$ cat src/rtl/hamming_rx_deser_if.sv
// Serial-in / nibble-out bus of the Hamming(7,4) receive deserializer.
// master drives the serial line and consumer ready; slave is the deserializer.
interface hamming_rx_deser_if #(
    parameter int CNT_W = 8
);
    logic             ser_in;
    logic             ser_valid;
    logic             sof;
    logic             cnt_clr;
    logic [3:0]       data_out;
    logic             out_valid;
    logic             out_ready;
    logic             err_corrected;
    logic             overflow;
    logic [CNT_W-1:0] err_count;

    modport master (
        output ser_in, ser_valid, sof, cnt_clr, out_ready,
        input  data_out, out_valid, err_corrected, overflow, err_count
    );

    modport slave (
        input  ser_in, ser_valid, sof, cnt_clr, out_ready,
        output data_out, out_valid, err_corrected, overflow, err_count
    );
endinterface

$ cat src/rtl/hamming_rx_deser.sv
// Bit-serial Hamming(7,4) receiver: frames on sof, corrects single-bit errors,
// holds the nibble in a valid/ready register and counts corrected words.
module hamming_rx_deser #(
    parameter int CNT_W     = 8,
    parameter int LSB_FIRST = 1
) (
    input  logic                clk,
    input  logic                rst_n,
    hamming_rx_deser_if.slave   bus
);
    typedef enum logic {IDLE, SHIFT} state_t;

    localparam logic [CNT_W-1:0] CNT_MAX = '1;

    state_t     state, state_n;
    logic [2:0] bit_cnt, bit_cnt_n;
    logic [6:0] sreg, sreg_n;
    logic [6:0] cw_full, cw_fix;
    logic [2:0] syn;
    logic       word_done;
    logic       load;

    // Place serial bit k at its codeword position according to bit order.
    function automatic logic [6:0] put_bit(input logic [6:0] w, input logic [2:0] k,
                                           input logic b);
        logic [6:0] r;
        r = w;
        if (LSB_FIRST != 0) r[k] = b;
        else                r[3'd6 - k] = b;
        return r;
    endfunction

    always_ff @(posedge clk or negedge rst_n) begin
        if (!rst_n) begin
            state   <= IDLE;
            bit_cnt <= '0;
            sreg    <= '0;
        end else begin
            state   <= state_n;
            bit_cnt <= bit_cnt_n;
            sreg    <= sreg_n;
        end
    end

    // sof restarts framing from any state, discarding a partial word.
    always_comb begin
        state_n   = state;
        bit_cnt_n = bit_cnt;
        sreg_n    = sreg;
        word_done = 1'b0;
        cw_full   = put_bit(sreg, bit_cnt, bus.ser_in);
        if (bus.ser_valid) begin
            if (bus.sof) begin
                state_n   = SHIFT;
                bit_cnt_n = 3'd1;
                sreg_n    = put_bit(7'd0, 3'd0, bus.ser_in);
            end else if (state == SHIFT) begin
                if (bit_cnt == 3'd6) begin
                    word_done = 1'b1;
                    state_n   = IDLE;
                    bit_cnt_n = 3'd0;
                    sreg_n    = '0;
                end else begin
                    bit_cnt_n = bit_cnt + 3'd1;
                    sreg_n    = cw_full;
                end
            end
        end
    end

    always_comb begin
        syn[0] = cw_full[0] ^ cw_full[2] ^ cw_full[4] ^ cw_full[6];
        syn[1] = cw_full[1] ^ cw_full[2] ^ cw_full[5] ^ cw_full[6];
        syn[2] = cw_full[3] ^ cw_full[4] ^ cw_full[5] ^ cw_full[6];
        cw_fix = cw_full;
        if (syn != 3'd0) cw_fix[syn - 3'd1] = ~cw_full[syn - 3'd1];
    end

    // A completing word may replace a word being consumed on the same edge.
    assign load = word_done && (!bus.out_valid || bus.out_ready);

    always_ff @(posedge clk or negedge rst_n) begin
        if (!rst_n) begin
            bus.out_valid     <= 1'b0;
            bus.data_out      <= '0;
            bus.err_corrected <= 1'b0;
            bus.overflow      <= 1'b0;
            bus.err_count     <= '0;
        end else begin
            bus.overflow <= word_done && !load;
            if (load) begin
                bus.out_valid     <= 1'b1;
                bus.data_out      <= {cw_fix[6], cw_fix[5], cw_fix[4], cw_fix[2]};
                bus.err_corrected <= (syn != 3'd0);
            end else if (bus.out_ready) begin
                bus.out_valid <= 1'b0;
            end
            if (bus.cnt_clr)
                bus.err_count <= '0;
            else if (load && syn != 3'd0 && bus.err_count != CNT_MAX)
                bus.err_count <= bus.err_count + 1'b1;
        end
    end
endmodule

$ cat src/flat_wrapper.sv
// flat-port wrapper written by rule: the top's interface ports become plain ports
module hamming_rx_deser_flat 
#(
    parameter int CNT_W     = 8,
    parameter int LSB_FIRST = 1
)
  (clk, rst_n, bus_ser_in, bus_ser_valid, bus_sof, bus_cnt_clr, bus_out_ready, bus_data_out, bus_out_valid, bus_err_corrected, bus_overflow, bus_err_count);
  hamming_rx_deser_if #(.CNT_W(CNT_W)) bus_i ();
  input  logic clk;
  input  logic rst_n;
  input wire logic [$bits(bus_i.ser_in)-1:0] bus_ser_in;
  input wire logic [$bits(bus_i.ser_valid)-1:0] bus_ser_valid;
  input wire logic [$bits(bus_i.sof)-1:0] bus_sof;
  input wire logic [$bits(bus_i.cnt_clr)-1:0] bus_cnt_clr;
  input wire logic [$bits(bus_i.out_ready)-1:0] bus_out_ready;
  output wire logic [$bits(bus_i.data_out)-1:0] bus_data_out;
  output wire logic [$bits(bus_i.out_valid)-1:0] bus_out_valid;
  output wire logic [$bits(bus_i.err_corrected)-1:0] bus_err_corrected;
  output wire logic [$bits(bus_i.overflow)-1:0] bus_overflow;
  output wire logic [$bits(bus_i.err_count)-1:0] bus_err_count;
  assign bus_i.ser_in = bus_ser_in;
  assign bus_i.ser_valid = bus_ser_valid;
  assign bus_i.sof = bus_sof;
  assign bus_i.cnt_clr = bus_cnt_clr;
  assign bus_i.out_ready = bus_out_ready;
  assign bus_data_out = bus_i.data_out;
  assign bus_out_valid = bus_i.out_valid;
  assign bus_err_corrected = bus_i.err_corrected;
  assign bus_overflow = bus_i.overflow;
  assign bus_err_count = bus_i.err_count;
  hamming_rx_deser #(.CNT_W(CNT_W), .LSB_FIRST(LSB_FIRST)) u_core (.clk(clk), .rst_n(rst_n), .bus(bus_i));
endmodule
$ cat config.mk
export PLATFORM = sky130hd
export DESIGN_NAME = hamming_rx_deser_flat
export DESIGN_NICKNAME = d
export VERILOG_FILES = /design/src/rtl/hamming_rx_deser_if.sv /design/src/rtl/hamming_rx_deser.sv /design/src/flat_wrapper.sv
export SDC_FILE = /design/constraint.sdc
export NUM_CORES = 1
export LEC_CHECK = 0
export CORE_ASPECT_RATIO = 0.7
export CORE_MARGIN = 2
export CORE_UTILIZATION = 49
export DETAILED_ROUTE_END_ITERATION = 16
export GPL_TIMING_DRIVEN = 0
export PLACE_DENSITY = 0.75
export SETUP_SLACK_MARGIN = 0.4
export SLEW_MARGIN = 20
export SYNTH_ARGS = -nofsm -noshare
export SYNTH_HDL_FRONTEND = slang
export SYNTH_SLANG_ARGS = --single-unit
$ cat constraint.sdc
create_clock -name clk -period 3.05 [get_ports clk]
set_input_delay 0.4575 -clock clk [delete_from_list [all_inputs] [get_ports clk]]
set_output_delay 0.4575 -clock clk [all_outputs]
set_load 0.005 [all_outputs]
; Word level (Yosys, flattened, before mapping)
; Cells that the tools add are included.
[classes]
add_sub_neg = 3
multipliers = 0
n_div = 0
order_cmp = 4
n_eq_ne = 2
shift = 0
n_mux = 26
n_bitwise = 10
n_reduce_logical = 14
[ops]
columns = op, count
row1 = $mux 7, 4
row2 = $mux 8, 2
row3 = $bwmux 7, 2
row4 = $mux 1, 12
row5 = $mux 3, 3
row6 = $xor 1x1->1, 9
row7 = $add 8x1->8 const B, 1
row8 = $lt 3x4->1 const B, 2
row9 = $ne 8x8->1 const B, 1
row10 = $demux 1 s3, 2
row11 = $ge 3x1->1 const B, 2
row12 = $logic_and 1x1->1, 6
row13 = $reduce_bool 2->1, 3
row14 = $add 3x1->3 const B, 1
row15 = $bmux 1 s3, 1
row16 = $eq 3x3->1 const B, 1
row17 = $reduce_bool 3->1, 1
row18 = $sub 3x1->3 const B, 1
row19 = $logic_not 1->1, 2
row20 = $reduce_and 2->1, 1
row21 = $logic_or 1x1->1, 1
row22 = $not 1->1, 1
[totals]
register_bits = 26
latchBits = 0
ramBits = 0
rom_bits = 0
inputBits = 7
output_inout_bits = 15
wordCells = 67
mem_count = 0

; Depth between registers and ports, before layout
[depth]
word_depth = 15
depth_mapped = 15
mapped_depth_nobuf = 14

; Least setup slack after synthesis
; OpenSTA, ideal clock, no wires.
[synth_timing]
kind = register to register
start = reg u_core.bit_cnt[1]
end = reg u_core.bus.data_out[3]
setup_ns = 0.132
arrival_ns = 3.016
t_required_ns = 2.918
slack_ns = -0.097
stages_incl_launch_ff = 13
path_buffers = 1
period_less_slack_ns = 3.147
cell_sequence = dfrtp_1 buf_2 nor3_1 mux2i_1 xnor2_1 ha_1 and2_1 ha_1 or3_1 nor2_1 mux2i_1 mux2i_1 o21ai_1
[synth_between]
elab_chain_len = 15
elab_cells_between_ends = 33
cone_classes = add/sub: 1 / order compare: 4 / eq/ne: 1 / mux: 13 / bitwise: 10 / reduce/logical: 4
[synth_rtl]
columns = item, line
row1 = start: declaration, hamming_rx_deser.sv:16  ; logic [2:0] bit_cnt, bit_cnt_n;
row2 = start signal: assignment, hamming_rx_deser.sv:40  ; bit_cnt <= bit_cnt_n;
row3 = $lt 3x4->1 (implied by the code) or $ge 3x1->1 (tied branches), hamming_rx_deser.sv:28  ; if (LSB_FIRST != 0) r[k] = b;
row4 = $logic_and 1x1->1 (implied by the code), hamming_rx_deser.sv:28
row5 = $mux 1 (implied by the code), hamming_rx_deser.sv:28
row6 = $demux 1 s3, n/a
row7 = $bwmux 7, hamming_rx_deser.sv:28
row8 = "$xor 1x1->1, on equally long branches (3 in a row)", "hamming_rx_deser.sv:72, hamming_rx_deser.sv:73, hamming_rx_deser.sv:74"
row9 = $sub 3x1->3, hamming_rx_deser.sv:76  ; if (syn != 3'd0) cw_fix[syn - 3'd1] = ~cw_full[syn - 3'd1];
row10 = $lt 3x4->1 (implied by the code) or $ge 3x1->1 (tied branches), hamming_rx_deser.sv:76
row11 = $logic_and 1x1->1 (implied by the code), hamming_rx_deser.sv:76
row12 = $mux 1 (implied by the code), hamming_rx_deser.sv:76
row13 = $demux 1 s3, n/a
row14 = $bwmux 7, hamming_rx_deser.sv:76
row15 = $mux 7, hamming_rx_deser.sv:76
row16 = end signal: assignment, hamming_rx_deser.sv:93  ; bus.data_out <= {cw_fix[6], cw_fix[5], cw_fix[4], cw_fix[2]};
row17 = end: declaration, hamming_rx_deser_if.sv:24  ; output data_out, out_valid, err_corrected, overflow, err_count
; Several ways; a longest one is shown, not always the timed one. The select of a mux whose other input is x is not followed.
; A chain may end at the register's enable or synchronous reset.

; Worst setup path after layout
; Ends and elaborated chain as after synthesis.

==> key figures <==
Status
  – Run status: completed

Critical path
  – CP max stage cell: o31ai_2
  – Worst-path fanout max: 5
  – Reg2Reg Depth: 13
  – Critical path buffer and inverter count: 2
  – Crit path kind: flip-flop to flip-flop
  – Most used cell, CP: mux2i_1
  – Worst Setup End Kind: flip-flop
  – Startpoint Class: flip-flop
  – Max incr delay on CP: roughly 460 ps
  – Worst path cell trace: buf_6 -> nor2b_4 -> buf_4 -> a221oi_1 -> o31ai_2 -> xor2_4 -> and2_4 -> ha_4 -> or3_4 -> nor2_1 -> mux2i_1 -> mux2i_1 -> o21ai_1
  – Reg2reg setup slack: between 100 and 150 ps
  – CP delay by family, top: simple AND/OR/NAND/NOR gates
  – Critical Path RT: about 3200 ps
  – RR Endpoint: u_core.bus.data_out[3]
  – R2R Path Start: u_core.bit_cnt[1]
  – Arr. time, crit path: 3070 ps

Routing
  – WL final: about 4.6 mm
  – Avg WL per Cell: around 16 µm
  – DR pass1 iterations: 4
  – Initial drt markers: 111
  – Uppermost layer routed: met4
  – Vias post-DR: about 1,600
  – Avg Vias per Cell: between 5 and 6
  – Antenna Violating Nets Remaining: 0
  – WL met1: about 2 mm
  – Drt drc: 0
  – Met2 WL post-DR: between 2 and 2.5 mm
  – Routed wl met3: approximately 280 µm

Floorplanning
  – Starting Density: between 50% and 60%
  – Die Y: roughly 53 µm
  – Die area: slightly below 4000 µm²
  – Num rows: 17
  – Ports: 22
  – Width of the die: between 70 and 80 µm
  – CORE AREA: ~3200 µm²

Finish
  – Layout cells sized above 1: 31.8%
  – Post-Layout Cell Count: between 200 and 300
  – N_diodes: 0
  – Final-stage net count: between 200 and 250
  – Area delta synth->final: 45.9%
  – Final core utilization: around 76%

Clocking
  – Clk_lat worst skew: ~280 ps
  – # hold bufs at CTS: 0
  – Clock-pin slew on the worst setup and hold paths: 90 ps
  – Clock buffer depth: 2
  – CTS buffer count: 3
  – TritonCTS clock tree: built
  – Clock Sinks: 26
  – CTS H-tree lvls: 1
  – Buffer type at the clock tree root: clkbuf_8

Pwr
  – Peak supply drop: 0.478 mV
  – Leak Pwr: between 1 and 1.5 nW
  – Pwr Density: roughly 570 nW/µm²

Placement
  – Port bufs: 18
  – DP Cell Count: 253
  – RePlAce Congestion: approximately 0.9
  – DP Wirelength: 2.66 mm

Synth
  – Register area share after synthesis: 38.9%
  – Synth Net Count: 199
  – Asr flop ratio synth: 100%
  – Synth area leaders: dfrtp_1 (39%), mux2i_1 (6.0%), xor2_1 (5.2%), nand2_1 (5.2%), nor2_1 (5.2%)
  – Ys flop type: dfrtp_1
  – Synth Area per Inst: around 8.9 µm²
  – Post-synth EDFFs: 0
  – Total number of yosys warnings: 0
  – Synth area leader: dfrtp_1
  – Synthesized instance count: between 150 and 200
  – Seq cells post-synth: 26
  – Synth top area share: ~39%
  – Synth Cell Area: 1670 µm²
  – Synth cell types: 39

STA
  – Unrepaired setup endpoints after global routing: true
  – Rel. slew slack: between 50% and 60%
  – Min Tclk post-route: just under 3000 ps
  – Max Clk Rate: roughly 340 MHz
  – Final Hold Fails: 0
  – Fin Clk Skew: between 4 and 5 ps
  – Worst slew pin tran: about 630 ps
  – Slew Limit Fails: 0
  – Min Hold Slack: around 180 ps
  – Tcrit/Tclk final: 95.8%
  – Setup Viol. Count Final: 0

Run
  – Max_cap viols: 0

GRT
  – Initial antenna violation count: 0
  – Grt ovf: 0
  – First-pass GRT wire length: between 6 and 7 mm
  – GRT Util Overall: 22.0%
  – Largest net degree at the start of global routing: 27
  – Vias in the first global route: approximately 1,400

Hold path
  – HP Class: input pin to async pin
## final cells by class
class | instances | area, µm²
fillers | 214 | 771
inverters | 9 | 33.8
flip-flops and latches | 26 | 652
multi-input cells | 144 | 1160
clock buffers | 3 | 41.3
plain buffers | 9 | 65.1
repair buffers | 44 | 402
well taps | 47 | 58.8
clock inverters | 1 | 30.0
## per-layer routing
layer  vias to the layer above  GRT usage (%)
li1                        746              -
met1                       780           28.6
met2                        68           37.5
met3                        12           5.33
met4                         0           4.24
met5                         -              0
## repair_timing
item / 4_1_cts / 5_1_grt
buffers inserted: 15 / 11
gates cloned: 0 / 0
endpoints found under the setup margin: 12 / 12
pin swaps: 13 / 10
resized for setup: 16 / 26
## cell families (layout without fill, tap and decap cells)
logic type / after synthesis / after routing / synth area share, %
buffers and inverters: 18 / 66 / 4.64
AOI/OAI and AO/OA: 37 / 37 / 15.0
xor gates and xnor gates: 18 / 18 / 10.5
adders and majority gates: 4 / 4 / 2.99
DFF: 26 / 26 / 38.9
and+or+nand+nor: 73 / 73 / 20.6
muxes: 12 / 12 / 7.33
## worst max-delay path by stage
stage	from	endpoint	depth (start not counted)
3_5_place_dp	u_core.bit_cnt[2]	u_core.bus.err_count[5]	13
4_1_cts	u_core.bit_cnt[1]	u_core.bus.data_out[3]	12
5_1_grt	u_core.bit_cnt[1]	u_core.bus.data_out[3]	12
3_3_place_gp	u_core.bit_cnt[2]	u_core.bus.data_out[3]	13
6_report	u_core.bit_cnt[1]	u_core.bus.data_out[3]	13
2_1_floorplan	u_core.bit_cnt[1]	u_core.bus.data_out[3]	12
## per-stage QoR
stage	power, mW	cell area [µm²]	setup TNS [ps]	worst slack [ps]
after floorplan	0.748	1750	0	266
after global placement	0.822	1990	0	68.8
after detailed placement	0.841	1980	0	1.42
after CTS	1.22	2220	0	225
after global routing	1.46	2440	-19.0	-19.0
final	1.40	2440	0	128
## where the power goes
group	internal, mW	switching (mW)
sequential	0.365	0.0203
combinational	0.367	0.355
clock	0.176	0.114
total	0.908	0.490
## synthesized netlist by cell type, types with 2 or more instances
cell type   n
dfrtp_1    26
mux2i_1    10
o21ai_1     5
ha_1        4
inv_1       9
nor2_1     23
and2_1      2
nand2_1    23
a21oi_1     6
nand4_1     3
clkbuf_1    5
nor2b_1     4
a221oi_1    2
nor3_1      4
nand3_1     5
buf_2       2
a221o_1     2
and4_1      3
xnor2_1     7
o21ai_0    13
xor2_1     10
o31ai_1     3
## layout by cell type (no fill, tap or decap), types with 2 or more instances in the layout
master / count
and4_1: 2
xor2_1: 9
nand2_2: 3
nor2b_4: 3
buf_4: 21
nand4_1: 3
nor3_4: 3
nand3_1: 5
ha_1: 2
xnor2_1: 2
nor3_1: 2
clkbuf_8: 3
dfrtp_1: 25
xnor2_2: 5
o21ai_0: 12
buf_6: 8
a21oi_1: 4
nor2_1: 18
xor2_4: 2
clkdlybuf4s50_1: 17
mux2i_4: 2
a21oi_2: 2
inv_1: 9
nand2_1: 20
clkbuf_1: 2
o21ai_1: 5
a221oi_1: 2
mux2i_1: 8
a221o_1: 2
o31ai_1: 3
nor2_2: 4
ha_4: 2
## sequential cells by signal (all words and copies together), names as in the netlist
signal and flops:
u_core.bus.err_count 8, u_core.bus.err_corrected 1, u_core.sreg 7, u_core.bus.overflow 1, u_core.bus.out_valid 1, u_core.bus.data_out 4, u_core.bit_cnt 3, u_core.state 1
Power figures use the tool's default switching activity.
==> RTL change: new RTL, same flow settings <==
`LSB_FIRST` is set to 1 in 2 places; all go to 0.
--- a/src/rtl/hamming_rx_deser.sv
+++ b/src/rtl/hamming_rx_deser.sv
@@ -2,7 +2,7 @@
 // holds the nibble in a valid/ready register and counts corrected words.
 module hamming_rx_deser #(
     parameter int CNT_W     = 8,
-    parameter int LSB_FIRST = 1
+    parameter int LSB_FIRST = 0
 ) (
     input  logic                clk,
     input  logic                rst_n,
--- a/src/flat_wrapper.sv
+++ b/src/flat_wrapper.sv
@@ -2,7 +2,7 @@
 module hamming_rx_deser_flat 
 #(
     parameter int CNT_W     = 8,
-    parameter int LSB_FIRST = 1
+    parameter int LSB_FIRST = 0
 )
   (clk, rst_n, bus_ser_in, bus_ser_valid, bus_sof, bus_cnt_clr, bus_out_ready, bus_data_out, bus_out_valid, bus_err_corrected, bus_overflow, bus_err_count);
   hamming_rx_deser_if #(.CNT_W(CNT_W)) bus_i ();
Formal check against the unedited RTL: not equivalent (a bounded check fails within 10 cycles, from zero or initial values and one cycle with rst_n low).
==> RTL change against the original RTL <==
  * The flow now finishes with violations (negative setup slack)
  * Power grew 13%
  * Sequential cell count is the same
  * Design area shrank 0.15%
  * Routed wire length shrank 7.2%
  * Critical path depth grew 1
  * Global-route usage grew 0.96 points
  * Die area grew 2.2%
  * Synthesized area grew 2.4%
  * Critical path type unchanged
  * Worst setup slack lost 520 ps
==> RTL change: results (changes against the original RTL) <==
Logic synthesis
  – Register area share after synthesis: 0.380 (was 0.389)
  – Post-Synth XOR/XNOR Area: 0.122 (was 0.105)
  – Synth Area in Compound Gates: 0.167 (was 0.150)
  – Synth async-reset ratio: 1.00 (unchanged)
  – Post-synthesis adder-cell area fraction: 0.0511 (was 0.0299)
  – Syn Nets: 196 (was 199)
  – Multiplexer area fraction after synthesis: 0.0358 (was 0.0733)
  – Top post-synthesis cells by area: dfrtp_1 38%, ha_1 5.1%, nand2_1 4.6% (was dfrtp_1 39%, mux2i_1 6.0%, xor2_1 5.2%)
  – Synth cell count leaders: 26 x dfrtp_1, 21 x nand2_1, 14 x nor2_1 (was 26 x dfrtp_1, 23 x nand2_1, 23 x nor2_1)
  – Count of cell types in the netlist: 49 (was 39)
  – Yosys warning count: 0 (unchanged)
  – Synthesized instance count: 182 (was 188)

STA
  – Final worst-path setup slack: -396 ps (was 128 ps)
  – Setup violations, final: 10 (was 0)
  – Worst clock skew: 11.8 ps (was 4.14 ps)
  – Max-Slew Margin vs Limit: 0.531 (was 0.577)

GRT
  – Initial antenna violation count: 0 (unchanged)
  – First-pass GRT wire length: 6.82 mm (was 6.44 mm)
  – Largest net degree at the start of global routing: 27 (unchanged)
  – GR Layer Usage met3: 0.0571 (was 0.0533)
  – GR Overflow Total: 0 (unchanged)
  – Total Routing Usage GR: 0.229 (was 0.220)
  – Met1 capacity usage during global routing: 0.310 (was 0.286)
  – Global Route met2 Usage: 0.373 (was 0.375)

Place
  – Post-Place Cell Area: 2130 sq um (was 1980 sq um)
  – Placed wire-length estimate: 2.88 mm (was 2.66 mm)
  – Post-Place Cells: 249 (was 253)
  – IO buf count: 20 (was 18)
  – Routability Congestion: 0.839 (was 0.891)

Final layout
  – Biggest regs: u_core.bus.err_count: 8 flops, u_core.sreg: 7 flops, u_core.bus.data_out: 4 flops (unchanged)
  – Final Non-Filler Cells: 271 (was 283)
  – NumNets Final: 239 (was 248)
  – # fillers: 211 (was 214)
  – Share of cells above drive strength 1: 0.295 (was 0.318)

Run status
  – Failing checks: negative setup slack
  – Status: complete, but fails checks (was finished clean)

Clock tree
  – Clock Latency Late Sink: 270 ps
  – H-tree lvl count: 1 (unchanged)
  – Clock root buffer: clkbuf_8 (unchanged)
  – TritonCTS buffer count: 3 (unchanged)

Hold path
  – Hold Path Class: in -> async (unchanged)

Power and ir drop
  – P_int: 0.00102 W (was 0.000908 W)
  – VDD IR max: 0.478 mV (about the same)
  – LEAKAGE: 1.02 nW (was 1.05 nW)

Drt
  – Initial DRC count: 93 (was 111)
  – Via Count: 1538 (was 1606)
  – Pre-antenna DRT Iters: 4 (unchanged)
  – Routed WL: 4.31 mm (was 4.64 mm)

Critical path
  – Critical path's largest stage delay: 440 ps (was 460 ps)
  – Worst Path Arrival: 3580 ps (was 3070 ps)
  – Slowest cell on the critical path: dfrtp_2 (was o31ai_2)
  – Max FO, Critical Path: 6 (was 5)
-- RTL change: per-stage QoR --
step                 util  setup TNS (ps)  power [W]  setup slack (ps)
floorplan               -            -422   0.000932              -276
global placement    0.658           -5150    0.00105              -786
detailed placement  0.658           -5950    0.00106              -851
CTS                 0.728           -1670    0.00153              -406
global route        0.754           -2650    0.00165              -537
finish              0.754           -1520    0.00158              -396
-- RTL change: power by group through the flow --
stage	Combinational [W]	Sequential, W	Clock, W
2_1_floorplan	0.000543	0.000389	0
3_3_place_gp	0.000655	0.000391	0
3_5_place_dp	0.000670	0.000393	0
4_1_cts	0.000855	0.000383	0.000290
5_1_grt	0.000967	0.000385	0.000302
6_report	0.000911	0.000383	0.000284
-- RTL change: final timing paths --
check | start | end | slack [ps] | cells after the start
worst max-delay path | u_core.bit_cnt[0] | u_core.bus.data_out[1] | -400 | 14
worst min-delay path | rst_n | u_core.bus.err_count[7] | 170 | 1
worst max register to register | u_core.bit_cnt[0] | u_core.bus.data_out[1] | -400 | 14
worst min register to register | u_core.bus.err_corrected | u_core.bus.err_corrected | 500 | 2
max in group asynchronous | rst_n | u_core.bit_cnt[0] | 2460 | 1
min in group clk | u_core.bus.err_corrected | u_core.bus.err_corrected | 500 | 2
-- RTL change: cell families after synthesis --
kind of cell / after synthesis
AOI/OAI and AO/OA: 41
DFF: 26
and+or+nand+nor: 74
buffers and inverters: 9
muxes: 6
xor gates and xnor gates: 19
adders and majority gates: 7
-- RTL change: routing by layer --
metal / vias up / wire length [um]
met2: 42 / 2020
met4: 0 / 55
met1: 745 / 2000
met5: - / 0
met3: 8 / 236
li1: 743 / -
-- RTL change: layout make-up --
cell class	count	area [sq um]	area share
repair buffers	38	350	0.144
clock inverters	1	30.0	0.0123
plain buffers	5	28.8	0.0118
multi-input cells	147	1260	0.517
clock buffers	3	41.3	0.0169
well taps	47	58.8	0.0241
inverters	4	15.0	0.00616
flip-flops and latches	26	653	0.268
-- RTL change: critical path, delay by kind of cell (launching register included) --
kind,cells,cell delay [ps]
fa+ha+maj,3,800
buf+inv,1,70
simple gates,4,870
flops,1,440
compound gates,4,790
xor+xnor,2,330
-- RTL change: timing repair --
item                       in CTS  in global routing
setup endpoints to repair      13                 13
buffers inserted               14                  4
pin swaps                      13                 11
resized for setup              12                 10
